File: config.mk
export PLATFORM = sky130hd
export DESIGN_NAME = uart_tx_fifo_flat
export DESIGN_NICKNAME = d
export VERILOG_FILES = /design/src/rtl/uart_tx_fifo_if.sv /design/src/rtl/uart_tx_fifo.sv /design/src/flat_wrapper.sv
export SDC_FILE = /design/constraint.sdc
export NUM_CORES = 1
export LEC_CHECK = 0
export ABC_CLOCK_PERIOD_IN_PS = 4200
export BUFFER_PORTS_ARGS = -buffer_cell sky130_fd_sc_hd__buf_4
export CAP_MARGIN = 40
export CORE_UTILIZATION = 55
export DETAILED_ROUTE_END_ITERATION = 8
export PLACE_DENSITY = 0.78
export RECOVER_POWER = 25
export SYNTH_ARGS = -nofsm -noshare
export SYNTH_HDL_FRONTEND = slang
export SYNTH_SLANG_ARGS = --single-unit
File: constraint.sdc
create_clock -name clk -period 4.2 [get_ports clk]
set_input_delay 0.63 -clock clk [delete_from_list [all_inputs] [get_ports clk]]
set_output_delay 0.63 -clock clk [all_outputs]
set_load 0.05 [all_outputs]
File: src/rtl/uart_tx_fifo_if.sv
// Host-side bus of the FIFO-fed UART transmitter: write port, FIFO status and serial line.
// The host drives through the master modport and the transmitter uses the slave modport.
interface uart_tx_fifo_if #(
  parameter int DATA_BITS  = 8,
  parameter int FIFO_DEPTH = 16
);
  logic                          wr_en;
  logic [DATA_BITS-1:0]          wr_data;
  logic                          full;
  logic                          empty;
  logic [$clog2(FIFO_DEPTH):0]   count;
  logic                          overflow;
  logic                          busy;
  logic                          tx;

  modport master (
    output wr_en, wr_data,
    input  full, empty, count, overflow, busy, tx
  );

  modport slave (
    input  wr_en, wr_data,
    output full, empty, count, overflow, busy, tx
  );
endinterface

File: src/rtl/uart_tx_fifo.sv
// UART transmitter with write FIFO: programmable divisor, word width, parity and stop bits.
// Define UART_TX_BREAK_EN to add the brk input with line-break and mark-after-break states.
module uart_tx_fifo #(
  parameter int BAUD_DIV   = 434,
  parameter int DATA_BITS  = 8,
  parameter int FIFO_DEPTH = 16,
  parameter int PARITY     = 0,
  parameter int STOP_BITS  = 1
) (
  input  logic          clk,
  input  logic          rst,
`ifdef UART_TX_BREAK_EN
  input  logic          brk,
`endif
  uart_tx_fifo_if.slave bus
);

  localparam int AW = $clog2(FIFO_DEPTH);
  localparam int BW = $clog2(BAUD_DIV);
  localparam logic [BW-1:0] BAUD_LAST = BW'(BAUD_DIV - 1);
  localparam logic [3:0]    DATA_LAST = 4'(DATA_BITS - 1);
  localparam logic [3:0]    STOP_LAST = 4'(STOP_BITS - 1);
  localparam logic [AW:0]   CNT_FULL  = (AW + 1)'(FIFO_DEPTH);

  typedef enum logic [2:0] {
    IDLE,
    START,
    DATA,
    PAR,
    STOP
`ifdef UART_TX_BREAK_EN
    ,
    BREAK,
    MARK
`endif
  } state_t;

  logic [DATA_BITS-1:0] mem [FIFO_DEPTH];
  logic [AW-1:0]        wr_ptr_reg, rd_ptr_reg;
  logic [AW:0]          count_reg, count_next;
  logic                 full_reg, empty_reg, overflow_reg;
  logic                 push, pop;

  state_t               state_reg, state_next;
  logic [BW-1:0]        baud_cnt_reg, baud_cnt_next;
  logic [3:0]           bit_cnt_reg, bit_cnt_next;
  logic [DATA_BITS-1:0] shift_reg, shift_next;
  logic                 par_reg;
  logic                 tx_reg, tx_next;
  logic                 bit_end;
  logic                 frame_done;

  // full is sampled before any same-cycle pop, so a write into a full FIFO is always dropped
  assign push = bus.wr_en & ~full_reg;

  always_comb begin
    count_next = count_reg;
    case ({push, pop})
      2'b10:   count_next = count_reg + 1'b1;
      2'b01:   count_next = count_reg - 1'b1;
      default: count_next = count_reg;
    endcase
  end

  always_ff @(posedge clk) begin
    if (push)
      mem[wr_ptr_reg] <= bus.wr_data;
  end

  always_ff @(posedge clk or posedge rst) begin
    if (rst) begin
      wr_ptr_reg   <= '0;
      rd_ptr_reg   <= '0;
      count_reg    <= '0;
      full_reg     <= 1'b0;
      empty_reg    <= 1'b1;
      overflow_reg <= 1'b0;
    end else begin
      if (push)
        wr_ptr_reg <= wr_ptr_reg + 1'b1;
      if (pop)
        rd_ptr_reg <= rd_ptr_reg + 1'b1;
      count_reg    <= count_next;
      full_reg     <= (count_next == CNT_FULL);
      empty_reg    <= (count_next == '0);
      overflow_reg <= bus.wr_en & full_reg;
    end
  end

  assign bit_end = (baud_cnt_reg == BAUD_LAST);

  always_comb begin
    state_next    = state_reg;
    baud_cnt_next = baud_cnt_reg;
    bit_cnt_next  = bit_cnt_reg;
    shift_next    = shift_reg;
    tx_next       = tx_reg;
    pop           = 1'b0;
    frame_done    = 1'b0;

    if (state_reg != IDLE)
      baud_cnt_next = bit_end ? '0 : baud_cnt_reg + 1'b1;

    case (state_reg)
      IDLE: frame_done = 1'b1;
      START: begin
        if (bit_end) begin
          state_next   = DATA;
          tx_next      = shift_reg[0];
          shift_next   = shift_reg >> 1;
          bit_cnt_next = '0;
        end
      end
      DATA: begin
        if (bit_end) begin
          if (bit_cnt_reg == DATA_LAST) begin
            bit_cnt_next = '0;
            if (PARITY != 0) begin
              state_next = PAR;
              tx_next    = par_reg;
            end else begin
              state_next = STOP;
              tx_next    = 1'b1;
            end
          end else begin
            tx_next      = shift_reg[0];
            shift_next   = shift_reg >> 1;
            bit_cnt_next = bit_cnt_reg + 1'b1;
          end
        end
      end
      PAR: begin
        if (bit_end) begin
          state_next   = STOP;
          tx_next      = 1'b1;
          bit_cnt_next = '0;
        end
      end
      STOP: begin
        if (bit_end) begin
          if (bit_cnt_reg == STOP_LAST)
            frame_done = 1'b1;
          else
            bit_cnt_next = bit_cnt_reg + 1'b1;
        end
      end
`ifdef UART_TX_BREAK_EN
      BREAK: begin
        baud_cnt_next = '0;
        if (!brk) begin
          state_next = MARK;
          tx_next    = 1'b1;
        end
      end
      MARK: begin
        if (bit_end)
          frame_done = 1'b1;
      end
`endif
      default: begin
        state_next = IDLE;
        tx_next    = 1'b1;
      end
    endcase

    // Shared decision point for IDLE and end of frame: break, next word with no gap, or idle
    if (frame_done) begin
      baud_cnt_next = '0;
`ifdef UART_TX_BREAK_EN
      if (brk) begin
        state_next = BREAK;
        tx_next    = 1'b0;
      end else
`endif
      if (!empty_reg) begin
        pop        = 1'b1;
        state_next = START;
        tx_next    = 1'b0;
      end else begin
        state_next = IDLE;
        tx_next    = 1'b1;
      end
    end
  end

  always_ff @(posedge clk or posedge rst) begin
    if (rst) begin
      state_reg    <= IDLE;
      baud_cnt_reg <= '0;
      bit_cnt_reg  <= '0;
      shift_reg    <= '0;
      par_reg      <= 1'b0;
      tx_reg       <= 1'b1;
    end else begin
      state_reg    <= state_next;
      baud_cnt_reg <= baud_cnt_next;
      bit_cnt_reg  <= bit_cnt_next;
      tx_reg       <= tx_next;
      if (pop) begin
        shift_reg <= mem[rd_ptr_reg];
        par_reg   <= (PARITY == 1) ? ~^mem[rd_ptr_reg] : ^mem[rd_ptr_reg];
      end else begin
        shift_reg <= shift_next;
      end
    end
  end

  assign bus.full     = full_reg;
  assign bus.empty    = empty_reg;
  assign bus.count    = count_reg;
  assign bus.overflow = overflow_reg;
  assign bus.busy     = (state_reg != IDLE);
  assign bus.tx       = tx_reg;

endmodule

File: src/flat_wrapper.sv
// flat-port wrapper written by rule: the top's interface ports become plain ports
module uart_tx_fifo_flat 
#(
  parameter int BAUD_DIV   = 434,
  parameter int DATA_BITS  = 8,
  parameter int FIFO_DEPTH = 16,
  parameter int PARITY     = 0,
  parameter int STOP_BITS  = 1
)
  (clk, rst, bus_wr_en, bus_wr_data, bus_full, bus_empty, bus_count, bus_overflow, bus_busy, bus_tx);
  uart_tx_fifo_if #(.DATA_BITS(DATA_BITS), .FIFO_DEPTH(FIFO_DEPTH)) bus_i ();
  input  logic clk;
  input  logic rst;
  input wire logic [$bits(bus_i.wr_en)-1:0] bus_wr_en;
  input wire logic [$bits(bus_i.wr_data)-1:0] bus_wr_data;
  output wire logic [$bits(bus_i.full)-1:0] bus_full;
  output wire logic [$bits(bus_i.empty)-1:0] bus_empty;
  output wire logic [$bits(bus_i.count)-1:0] bus_count;
  output wire logic [$bits(bus_i.overflow)-1:0] bus_overflow;
  output wire logic [$bits(bus_i.busy)-1:0] bus_busy;
  output wire logic [$bits(bus_i.tx)-1:0] bus_tx;
  assign bus_i.wr_en = bus_wr_en;
  assign bus_i.wr_data = bus_wr_data;
  assign bus_full = bus_i.full;
  assign bus_empty = bus_i.empty;
  assign bus_count = bus_i.count;
  assign bus_overflow = bus_i.overflow;
  assign bus_busy = bus_i.busy;
  assign bus_tx = bus_i.tx;
  uart_tx_fifo #(.BAUD_DIV(BAUD_DIV), .DATA_BITS(DATA_BITS), .FIFO_DEPTH(FIFO_DEPTH), .PARITY(PARITY), .STOP_BITS(STOP_BITS)) u_core (.clk(clk), .rst(rst), .bus(bus_i));
endmodule
Word-level counts from Yosys, hierarchy flattened
Memories as Yosys holds them, arrays and structs flattened.
Index checks and enable logic that the tools add are counted.

word-level totals
  memory bits (writable) = 128
  flip-flop bits (word level) = 41
  output and inout bits = 10
  input bits = 11
  memories = 1
  word-level logic and storage cells = 91

operators by class
  reductions and logical operators = 13
  $add $sub $neg = 6
  mux-type cells = 36
  eq/ne operators = 21
  bitwise gates (word level) = 3

memories
  memory      depth  width  rd ports  clocked after memory_dff  wr ports  line                text
  u_core.mem  16     8      1         0                         1         uart_tx_fifo.sv:38  logic [DATA_BITS-1:0] mem [FIFO_DEPTH];

operators by type and width
  operator                                          number
  2-to-1 mux 8 bit                                  4
  2-to-1 mux 9 bit                                  3
  2-to-1 mux 4 bit                                  5
  != test 3 x 1 -> 1 bit, second input constant     6
  case mux 8 bit (2 select lines)                   1
  2-to-1 mux 3 bit                                  5
  2-to-1 mux 1 bit                                  13
  adder 4 x 1 -> 4 bit, second input constant       3
  case mux 3 bit (4 select lines)                   1
  case mux 4 bit (3 select lines)                   1
  case mux 5 bit (2 select lines)                   1
  AND reduction 5 bit                               2
  adder 9 x 1 -> 9 bit, second input constant       1
  == test 9 bit, second input constant              1
  nonzero test 3 bit                                3
  != test 2 x 1 -> 1 bit, second input constant     4
  AND reduction 4 bit                               2
  == test 3 x 2 -> 1 bit, second input constant     2
  adder 5 x 1 -> 5 bit, second input constant       1
  == test 5 bit, second input constant              1
  zero test 5 bit                                   1
  subtractor 5 x 1 -> 5 bit, second input constant  1
  == test 4 x 3 -> 1 bit, second input constant     1
  zero test 4 bit                                   1
  other kinds (13)                                  15

Longest topological paths before layout
Gate-level depths: netlist of run 1.

  depth in word-level cells = 8
  gate-level depth with buffers = 14

Worst setup path after synthesis of run 1
No wires, ideal clock.

  kind = register to register
  from = register u_core.bit_cnt_reg[0]
  to = register u_core.count_reg[4] (netlist: u_core.bus.count[4])
  stages on the path, launching flop included = 14
  slack = 0.935 ns
  arrival = 3.145 ns
  setup time = 0.120 ns
  period minus slack after synthesis = 3.265 ns
  cell sequence = dfrtp_1 -> inv_1 -> ha_1 -> or3b_2 -> o31ai_4 -> nand2_1 -> clkinv_1 -> buf_2 -> ha_1 -> buf_6 -> or4_1 -> o22ai_1 -> o21ai_0 -> and2_2

between the ends
  word-level cells in the longest chain between the ends = 7
  elaborated cells between the ends (all ways) = 8

ends and longest elaborated chain
  element                                                  line                 text
  start: declaration                                       uart_tx_fifo.sv:46   logic [3:0] bit_cnt_reg, bit_cnt_next;
  start signal: assignment                                 uart_tx_fifo.sv:197  bit_cnt_reg <= bit_cnt_next;
  zero test 4 bit *                                        uart_tx_fifo.sv:141  if (bit_cnt_reg == STOP_LAST)
  2-to-1 mux 1 bit *                                       uart_tx_fifo.sv:141
  2-to-1 mux 1 bit *                                       uart_tx_fifo.sv:140  if (bit_end) begin
  case mux 1 bit (2 select lines) *                        uart_tx_fifo.sv:104  case (state_reg)
  2-to-1 mux 1 bit *                                       uart_tx_fifo.sv:167  if (frame_done) begin
  == test 2 x 1 -> 1 bit or == test 2 bit (tied branches)  uart_tx_fifo.sv:58   case ({push, pop})
  case mux 5 bit (2 select lines) *                        uart_tx_fifo.sv:58
  net u_core.count_next[4]                                 uart_tx_fifo.sv:40   logic [AW:0] count_reg, count_next;
  end signal: assignment                                   uart_tx_fifo.sv:83   count_reg <= count_next;
  end: declaration                                         uart_tx_fifo.sv:40

The timed path passes the listed nets; every way through them passes the cells marked *.
A chain may end at the register's enable or synchronous reset.

Final worst setup path of run 1
  from = register u_core.bit_cnt_reg[0]
  to = register u_core.full_reg (netlist: u_core.bus.full)

between the ends
  word-level cells in the longest chain between the ends = 8
  elaborated cells between the ends (all ways) = 9

ends and longest elaborated chain
  element                                                  line                 text
  zero test 4 bit *                                        uart_tx_fifo.sv:141
  2-to-1 mux 1 bit *                                       uart_tx_fifo.sv:141
  2-to-1 mux 1 bit *                                       uart_tx_fifo.sv:140
  case mux 1 bit (2 select lines) *                        uart_tx_fifo.sv:104
  2-to-1 mux 1 bit *                                       uart_tx_fifo.sv:167
  == test 2 x 1 -> 1 bit or == test 2 bit (tied branches)  uart_tx_fifo.sv:58
  case mux 5 bit (2 select lines) *                        uart_tx_fifo.sv:58
  == test 5 bit *                                          uart_tx_fifo.sv:84   full_reg <= (count_next == CNT_FULL);
  end signal: assignment                                   uart_tx_fifo.sv:84
  end: declaration                                         uart_tx_fifo.sv:41   logic full_reg, empty_reg, overflow_reg;

Mark *: on every way between the ends. The rest lies on a longest branch, timed or not.

==> impl_results.md, run 1 <==
* Status: finished, final reports clean
* FF+latch area at 4870 um2
* Slowest Stage Delay on Critical Path at 0.50 ns
* # fillers at 880
* Full die area at 13500 um2
* Avg Inst Size Synth at 16.8 um2
* Area of the mapped netlist at 7160 um2
* Via/cell ratio at 5.84
* First-pass GRT wire length at 20700 um
* WL met1 at 5590 um
* Fin nets at 476
* Slew at the pin with the worst max-slew slack at 0.759 ns
* Max layer used: met4
* Deepest clock path buffer count at 2
* Startpoint Class: flip-flop
* Fmax achieved at 0.271 GHz
* Footprint of the multi-input gates at 2160 um2
* Layout cells sized above 1 at 21.5%
* Clock Pin Slew Worst Setup and Hold Paths at 0.06 ns
* Post-CTS Hold Buffers at 0
* Hold WC Path Type: primary input to asynchronous set/reset pin
* Critical path type: flip-flop to flip-flop
* Routability Congestion at 0.800
* EDFF count, synth at 128
* Die X at 116 um
* Io pins at 21
* Port bufs at 20
* H-tree levels at 4
* Warnings, synthesis at 0
* Leakage at 0.00279 uW
* Row count at 41
* First-pass DRT Iterations at 4
* Drt wl/cell at 20.4 um
* CTS tree: yes
* Vias in the first global route at 3789
* GRT Util Overall at 21.7%
* Worst r2r src: u_core.bit_cnt_reg[0]$_DFFE_PP0P_
* Drc violations at 0
* Peak VDD IR at 0.000396 V
* CTS Sinks at 169
* Core ar. at 12700 um2
* CP Data Arrival Time at 4.01 ns
* Clk root buf: clkbuf_16
* WL final at 13000 um
* Power per standard cell area at 685 nW/um2
* Cell mode on critical path: ha_1
* PostCTS Resize Cnt at 0
* Final Max Tran Viols at 0
* Synth Instances at 425
* Cells on worst reg2reg path at 12
* Largest net degree at the start of global routing at 42
* Crit-path max FO at 19
* Final hold violation count at 0
* Worst Setup End Kind: flip-flop
* CTS Buf Count at 17
* Leading register cell type out of synthesis: edfxtp_1
* Initial antenna violation count at 0
* Initial detailed-routing violation count at 387
* CP Data Required Time at 4.52 ns
* DRT antenna net count at 0
* Critical Path End: u_core.bus.full$_DFF_PP0_
* Flops & latches, synth at 169
* Netlist cell types at 58
* Wire length on met2 at 6800 um
* GR Overflow Total at 0
* Sequential element share of the synthesized area at 68.1%
* Unrepaired setup endpoints after global routing: no
* Pwr Total at 5490 uW
* Clk_skew at 0.00569 ns
* Reg2Reg Setup Slack at 0.51 ns
* Post-layout util at 63.2%
* Setup TNS at 0 ns
* FF-to-FF End: u_core.bus.full$_DFF_PP0_
* # setup viols final at 0
* Worst-path cell chain: inv_1 > ha_1 > or3b_2 > o31ai_4 > nand2_1 > clkinv_1 > ha_1 > nor3_1 > nand4b_1 > o22ai_1 > or3_1 > nor4bb_1
* Post-CTS setup buffers at 0
* Number of flip-flops under the largest register name at 128
* Fin crit period at 3.69 ns
* Slew HR at 49.3%
* CP startpoint: u_core.bit_cnt_reg[0]$_DFFE_PP0P_
* Initial core utilization at 56.5%
* Max-cap violation count at 0
* Slowest cell on crit path: or3b_2
* Async S/R FF share, synth at 24.3%
* Diodes inserted at 0
* Worst-Skew Late Latency at 0.42 ns
* Fin crit share at 87.8%
* WL met3 at 392 um
* Dpl hpwl at 8760 um
* Synthesized net count at 448
* DR vias at 3718
* Die height at 116 um
* Area grow syn2layout at 11.9%
power breakdown:
part / leakage [uW] / internal, uW / switching (uW)
Combinational: 0.000865 / 824 / 903
Clock: 0.000252 / 810 / 607
Sequential: 0.00167 / 2070 / 274
layout make-up:
class                           count  share of cell area [%]
Tap cell                          172                    2.69
Timing Repair Buffer               25                    2.22
Multi-Input combinational cell    227                    26.9
Inverter                           13                   0.609
Clock buffer                       20                    5.45
Clock inverter                     11                    1.25
Sequential cell                   169                    60.8
cell usage after synthesis (2+ instances only):
master,n,area (um2)
a21o_1,3,22.5
a21oi_1,4,20.0
a22o_1,2,17.5
a31oi_1,2,12.5
and2_1,20,125
and3_1,2,12.5
buf_2,4,20.0
buf_4,2,15.0
clkbuf_1,8,30.0
dfrtp_1,39,976
dfstp_2,2,52.6
edfxtp_1,128,3840
ha_1,12,150
inv_1,12,45.0
mux2i_1,7,70.1
mux4_2,40,901
nand2_1,24,90.1
nand3_1,7,35.0
nand4_1,7,43.8
nor2_1,18,67.6
nor2b_1,5,31.3
nor3_1,6,30.0
nor3b_1,2,15.0
o21ai_0,15,75.1
o22ai_1,4,25.0
or2_2,3,18.8
or2b_1,2,15.0
or3_1,2,12.5
xnor2_1,12,105
xor2_1,3,26.3
how the worst min path moves through the flow:
stage,start,to,cells after the start
floorplan,u_core.shift_reg[7]$_DFFE_PP0P_,u_core.shift_reg[7]$_DFFE_PP0P_,1
global placement,u_core.bus.tx$_DFFE_PP1P_,u_core.bus.tx$_DFFE_PP1P_,2
detailed placement,u_core.bus.tx$_DFFE_PP1P_,u_core.bus.tx$_DFFE_PP1P_,2
CTS,rst,u_core.wr_ptr_reg[1]$_DFFE_PP0P_,3
global route,rst,u_core.wr_ptr_reg[1]$_DFFE_PP0P_,3
finish,rst,u_core.bus.full$_DFF_PP0_,3
critical path, delay by kind of cell, from the launching register on:
family          cells  cell delay (ns)
fa+ha+maj           2             0.57
flops               1             0.39
compound gates      2             0.56
simple gates        6             1.65
buf+inv             2             0.41
stage by stage:
| step | setup slack, ns | std cells | hold WS, ns | cell area [um2] |
|---|---|---|---|---|
| global placement | 0.797 | 605 | 0.481 | 7480 |
| floorplan | 0.935 | 425 | 0.466 | 7160 |
| detailed placement | 0.594 | 606 | 0.480 | 7500 |
| global route | 0.264 | 637 | 0.389 | 8010 |
| finish | 0.511 | 637 | 0.348 | 8010 |
| CTS | 0.551 | 637 | 0.348 | 8040 |
cell usage in the layout (no fill, tap or decap), types with 2 or more instances in the layout:
master and count:
or2b_1 2, inv_1 12, clkbuf_16 17, nand4_1 7
nand2_1 24, o21ai_0 15, and3_1 2, and2_1 20
xnor2_1 12, edfxtp_1 128, ha_1 12, xor2_1 3
or2_2 3, clkbuf_1 11, clkinv_4 3, buf_4 16
a21o_1 3, nor2b_1 5, clkinvlp_4 3, dfrtp_1 38
mux2i_1 7, dfstp_2 2, nand3_1 7, a31oi_1 2
a22o_1 2, a21oi_1 4, mux4_2 40, nor3b_1 2
nor3_1 6, clkinv_1 3, o22ai_1 4, or3_1 2
nor2_1 18
metal layers:
layer	vias to the layer above	global-route usage (%)
met4	0	8.12
li1	1705	-
met1	1916	27.9
met3	15	5.29
met2	82	36.4
met5	-	0
cells by family after synthesis:
kind of cell / Yosys count / share of synthesized area (%)
mux: 48 / 13.7
simple gates: 110 / 8.41
buf+inv: 29 / 1.80
flops: 169 / 68.1
fa+ha+maj: 12 / 2.10
compound gates: 42 / 4.09
xor+xnor: 15 / 1.84
Power figures use the tool's default switching activity.
==> run 2, diff against run 1 <==
==> constraint.sdc (replaced) <==
create_clock -name clk -period 4.2 [get_ports clk]
set_input_delay 0.84 -clock clk [delete_from_list [all_inputs] [get_ports clk]]
set_output_delay 0.84 -clock clk [all_outputs]
set_load 0.05 [all_outputs]
==> impl_results.md, run 2 (synthesized netlist as in run 1, its figures left out) <==
* Final hold violation count at 0
* Number of flip-flops under the largest register name at 128
* Status: finished, final reports clean
* DR vias at 3656
* Crit-path max FO at 19
* Slowest Stage Delay on Critical Path at 0.50 ns
* Final Max Tran Viols at 0
* Post-CTS setup buffers at 0
* First-pass GRT wire length at 20300 um
* Die X at 116 um
* Clk root buf: clkbuf_16
* Cell mode on critical path: ha_1
* Fin nets at 477
* Area grow syn2layout at 11.9%
* Fin crit period at 3.60 ns
* Full die area at 13500 um2
* Io pins at 21
* Unrepaired setup endpoints after global routing: no
* # setup viols final at 0
* CP Data Arrival Time at 3.91 ns
* DRT antenna net count at 0
* CTS tree: yes
* Vias in the first global route at 3754
* Critical path type: flip-flop to flip-flop
* Drt wl/cell at 20.1 um
* Row count at 41
* Diodes inserted at 0
* Worst Setup End Kind: flip-flop
* Slew HR at 54.0%
* First-pass DRT Iterations at 5
* CTS Buf Count at 17
* Most frequent cells in the layout: edfxtp_1, mux4_2, dfrtp_1, nand2_1, and2_1
* Drc violations at 0
* Routability Congestion at 0.799
* Clock Pin Slew Worst Setup and Hold Paths at 0.06 ns
* PostCTS Resize Cnt at 0
* Largest net degree at the start of global routing at 42
* Commonest non-fill, non-tap cell in the layout: edfxtp_1
* GR Overflow Total at 0
* Max-cap violation count at 0
* Layout cells sized above 1 at 21.8%
* Die height at 116 um
* Deepest clock path buffer count at 2
* # fillers at 887
* Initial detailed-routing violation count at 329
* Non-Filler Instances at 636
* Post-Place Cells at 607
* Setup TNS at 0 ns
* Worst-path cell chain: inv_1 > ha_1 > or3b_2 > o31ai_4 > nand2_1 > clkinv_1 > ha_1 > or4_1 > o22ai_1 > or3_1 > nor4bb_1
* Startpoint Class: flip-flop
* CP Data Required Time at 4.51 ns
* Hold WC Path Type: flip-flop to flip-flop
* Pwr Total at 5470 uW
* Fmax achieved at 0.278 GHz
* Fin crit share at 85.6%
* Core ar. at 12700 um2
* Post-CTS Hold Buffers at 0
* Via/cell ratio at 5.75
* Port bufs at 20
* WL final at 12800 um
* Worst-Skew Late Latency at 0.42 ns
* Power per standard cell area at 683 nW/um2
* Clk_skew at 0.0128 ns
* GRT Util Overall at 21.2%
* Slew at the pin with the worst max-slew slack at 0.690 ns
* Initial core utilization at 56.5%
* Leakage at 0.00279 uW
* Initial antenna violation count at 0
* H-tree levels at 4
* Peak VDD IR at 0.000613 V
* CTS Sinks at 169
* Dpl hpwl at 8780 um
* Slowest cell on crit path: or3b_2
-- run 2: cell count changes in the layout (fill, tap and decap cells not counted), sizes merged --
cell and delta:
clkbuf -2, inv +2, buf +1, clkinv -2
-- run 2: stage by stage --
step	cell area (um2)	setup slack (ns)	util (%)	hold WS, ns
floorplan	7160	0.935	-	0.466
global placement	7480	0.792	59.1	0.481
detailed placement	7510	0.622	59.3	0.486
CTS	8040	0.628	63.5	0.494
global route	8010	0.343	63.2	0.504
finish	8010	0.603	63.2	0.492
-- run 2: where the power goes --
group	switching, uW	internal [uW]
sequential	271	2070
clock	614	806
combinational	888	822
total	1770	3700
-- run 2: routing by layer --
layer	share of wire [%]	global-route usage, %	vias to the layer above
li1	-	-	1704
met1	42	27.1	1867
met2	53	35.6	79
met3	4.2	6.12	6
met4	0.53	5.98	0
met5	0	0	-
-- run 2: path summary, 6_finish.rpt --
kind	from	endpoint	cells past startpoint	slack, ns
setup / recovery	u_core.bit_cnt_reg[0]$_DFFE_PP0P_	u_core.bus.full$_DFF_PP0_	11	0.60
hold / removal	u_core.bus.tx$_DFFE_PP1P_	u_core.bus.tx$_DFFE_PP1P_	2	0.49
setup reg to reg	u_core.bit_cnt_reg[0]$_DFFE_PP0P_	u_core.bus.full$_DFF_PP0_	11	0.60
hold reg to reg	u_core.bus.tx$_DFFE_PP1P_	u_core.bus.tx$_DFFE_PP1P_	2	0.49
max in group asynchronous	rst	u_core.rd_ptr_reg[0]$_DFFE_PP0P_	3	3.25
min in group asynchronous	rst	u_core.wr_ptr_reg[1]$_DFFE_PP0P_	3	0.55
-- run 2: critical path, delay by kind of cell (launching register included) --
kind,cells,cell delay [ns]
simple gates,5,1.56
fa+ha+maj,2,0.56
buf+inv,2,0.41
flops,1,0.39
compound gates,2,0.56
-- run 2: layout make-up --
cell class | instances | area (um2) | share of cell area, %
clock buffers | 18 | 429 | 5.36
inverters | 13 | 48.8 | 0.609
clock inverters | 11 | 100 | 1.25
multi-input cells | 227 | 2160 | 26.9
repair buffers | 26 | 185 | 2.31
flip-flops and latches | 169 | 4870 | 60.8
well taps | 172 | 215 | 2.69
==> run 3, diff against run 2 <==
- CORE_UTILIZATION: 55 -> 45
- PLACE_DENSITY: 0.78 -> 0.67
- TNS_END_PERCENT: unset -> 5
==> impl_results.md, run 3 (synthesized netlist as in run 1, its figures left out) <==
* Logic gate share of total power at 29.9%
* Vias in the first global route at 3966
* Worst Setup End Kind: flip-flop
* First-pass GRT wire length at 22000 um
* Routability Congestion at 0.880
* Max-cap violation count at 0
* Clk root buf: clkbuf_16
* Sw Pwr at 1890 uW
* Dpl hpwl at 8840 um
* Row count at 45
* Footprint of the multi-input gates at 2160 um2
* DRT antenna net count at 0
* # fillers at 1240
* Deepest clock path buffer count at 2
* CTS Buf Count at 17
* Sw Share at 33.3%
* Unrepaired setup endpoints after global routing: no
* WL final at 13200 um
* Clk pwr share at 28.7%
* Slowest cell on crit path: or3b_2
* Post-layout util at 53.0%
* Post-CTS Hold Buffers at 0
* Drt wl/cell at 19.6 um
* Fin nets at 476
* Drc violations at 0
* CTS tree: yes
* Diodes inserted at 0
* PostCTS Resize Cnt at 0
* Area grow syn2layout at 13.9%
* GRT Util Overall at 18.4%
* Number of flip-flops under the largest register name at 128
* Port bufs at 20
* First-pass DRT Iterations at 5
* Slew at the pin with the worst max-slew slack at 0.801 ns
* Initial core utilization at 46.6%
* Hold WC Path Type: primary input to asynchronous set/reset pin
* Peak VDD IR at 0.000362 V
* CP Data Required Time at 4.51 ns
* Final hold violation count at 0
* Slew HR at 46.6%
* Fin crit period at 3.36 ns
* Worst-path cell chain: inv_1 > ha_1 > or3b_2 > o31ai_4 > nand2_1 > clkinv_1 > ha_1 > or4_1 > o22ai_1 > o21ai_0 > and2_2
* CP Data Arrival Time at 3.68 ns
* Die X at 128 um
* Via/cell ratio at 5.57
* Die height at 128 um
* Commonest non-fill, non-tap cell in the layout: edfxtp_1
* Crit-path max FO at 10
* Internal at 3790 uW
* Core ar. at 15400 um2
* Power per standard cell area at 697 nW/um2
* Critical path type: flip-flop to flip-flop
* Clk_skew at 0.0216 ns
* Full die area at 16400 um2
* Seq pwr share at 41.4%
* GR Overflow Total at 0
* Fmax achieved at 0.297 GHz
* Layout cells sized above 1 at 22.7%
* Fin worst setup slack at 0.836 ns
* Startpoint Class: flip-flop
* DR vias at 3773
* Most frequent cells in the layout: edfxtp_1, mux4_2, dfrtp_1, nand2_1, and2_1
* Clock Pin Slew Worst Setup and Hold Paths at 0.07 ns
* H-tree levels at 4
* Final Max Tran Viols at 0
* Cell mode on critical path: ha_1
* Initial detailed-routing violation count at 409
* Worst-Skew Late Latency at 0.43 ns
* Io pins at 21
* Setup TNS at 0 ns
* CTS Sinks at 169
* FF+latch area at 4870 um2
* # setup viols final at 0
* Leakage at 0.00284 uW
* Initial antenna violation count at 0
* Fin crit share at 80.1%
* Worst slack, placed at 0.867 ns
* Post-CTS setup buffers at 0
* Largest net degree at the start of global routing at 21
* Status: finished, final reports clean
* Slowest Stage Delay on Critical Path at 0.50 ns
[run 3: routing by layer]
| metal | GRT usage (%) | share of wire, % |
|---|---|---|
| met4 | 5.61 | 0.93 |
| met1 | 24.3 | 44 |
| met3 | 4.92 | 3.9 |
| met2 | 29.9 | 51 |
| met5 | 0 | 0 |
[run 3: power by group through the flow]
| stage | clock network [uW] | logic [uW] | registers [uW] |
|---|---|---|---|
| after floorplan | 0 | 1310 | 2320 |
| after global placement | 0 | 1660 | 2380 |
| after detailed placement | 0 | 1700 | 2390 |
| after CTS | 1660 | 1710 | 2360 |
| after global routing | 1720 | 1850 | 2400 |
| final | 1630 | 1700 | 2350 |
[run 3: stage by stage]
step | instances | total power (uW) | hold slack [ns] | instance area (um2)
after global routing | 677 | 5970 | 0.455 | 8150
after CTS | 677 | 5730 | 0.448 | 8180
after detailed placement | 645 | 4090 | 0.488 | 7550
final | 677 | 5680 | 0.444 | 8150
after global placement | 644 | 4040 | 0.486 | 7520
after floorplan | 425 | 3630 | 0.466 | 7160
[run 3: critical path: cells and delay by family, from the launching register on]
kind,cells,cell delay (ns)
AO/OA/AOI/OAI,3,0.80
buffers and inverters,2,0.20
adder cells (fa/ha/maj),2,0.47
flip-flops,1,0.40
AND/OR/NAND/NOR,4,1.40
[run 3: layout make-up]
| type | count | share of cell area (%) |
|---|---|---|
| Sequential cell | 169 | 59.8 |
| Timing Repair Buffer | 25 | 2.18 |
| Multi-Input combinational cell | 227 | 26.5 |
| Clock buffer | 17 | 5.22 |
| Inverter | 13 | 0.599 |
| Clock inverter | 15 | 2.50 |
| Tap cell | 211 | 3.24 |
[run 3: path summary, 6_finish.rpt]
path	cells after the start	slack (ns)	endpoint	from
max	11	0.84	u_core.bus.count[4]$_DFF_PP0_	u_core.bit_cnt_reg[0]$_DFFE_PP0P_
min	2	0.44	u_core.rd_ptr_reg[1]$_DFFE_PP0P_	rst
max reg2reg	11	0.84	u_core.bus.count[4]$_DFF_PP0_	u_core.bit_cnt_reg[0]$_DFFE_PP0P_
min reg2reg	2	0.50	u_core.bus.tx$_DFFE_PP1P_	u_core.bus.tx$_DFFE_PP1P_
max in group asynchronous	3	3.11	u_core.bus.empty$_DFF_PP1_	rst
min in group clk	2	0.50	u_core.bus.tx$_DFFE_PP1P_	u_core.bus.tx$_DFFE_PP1P_
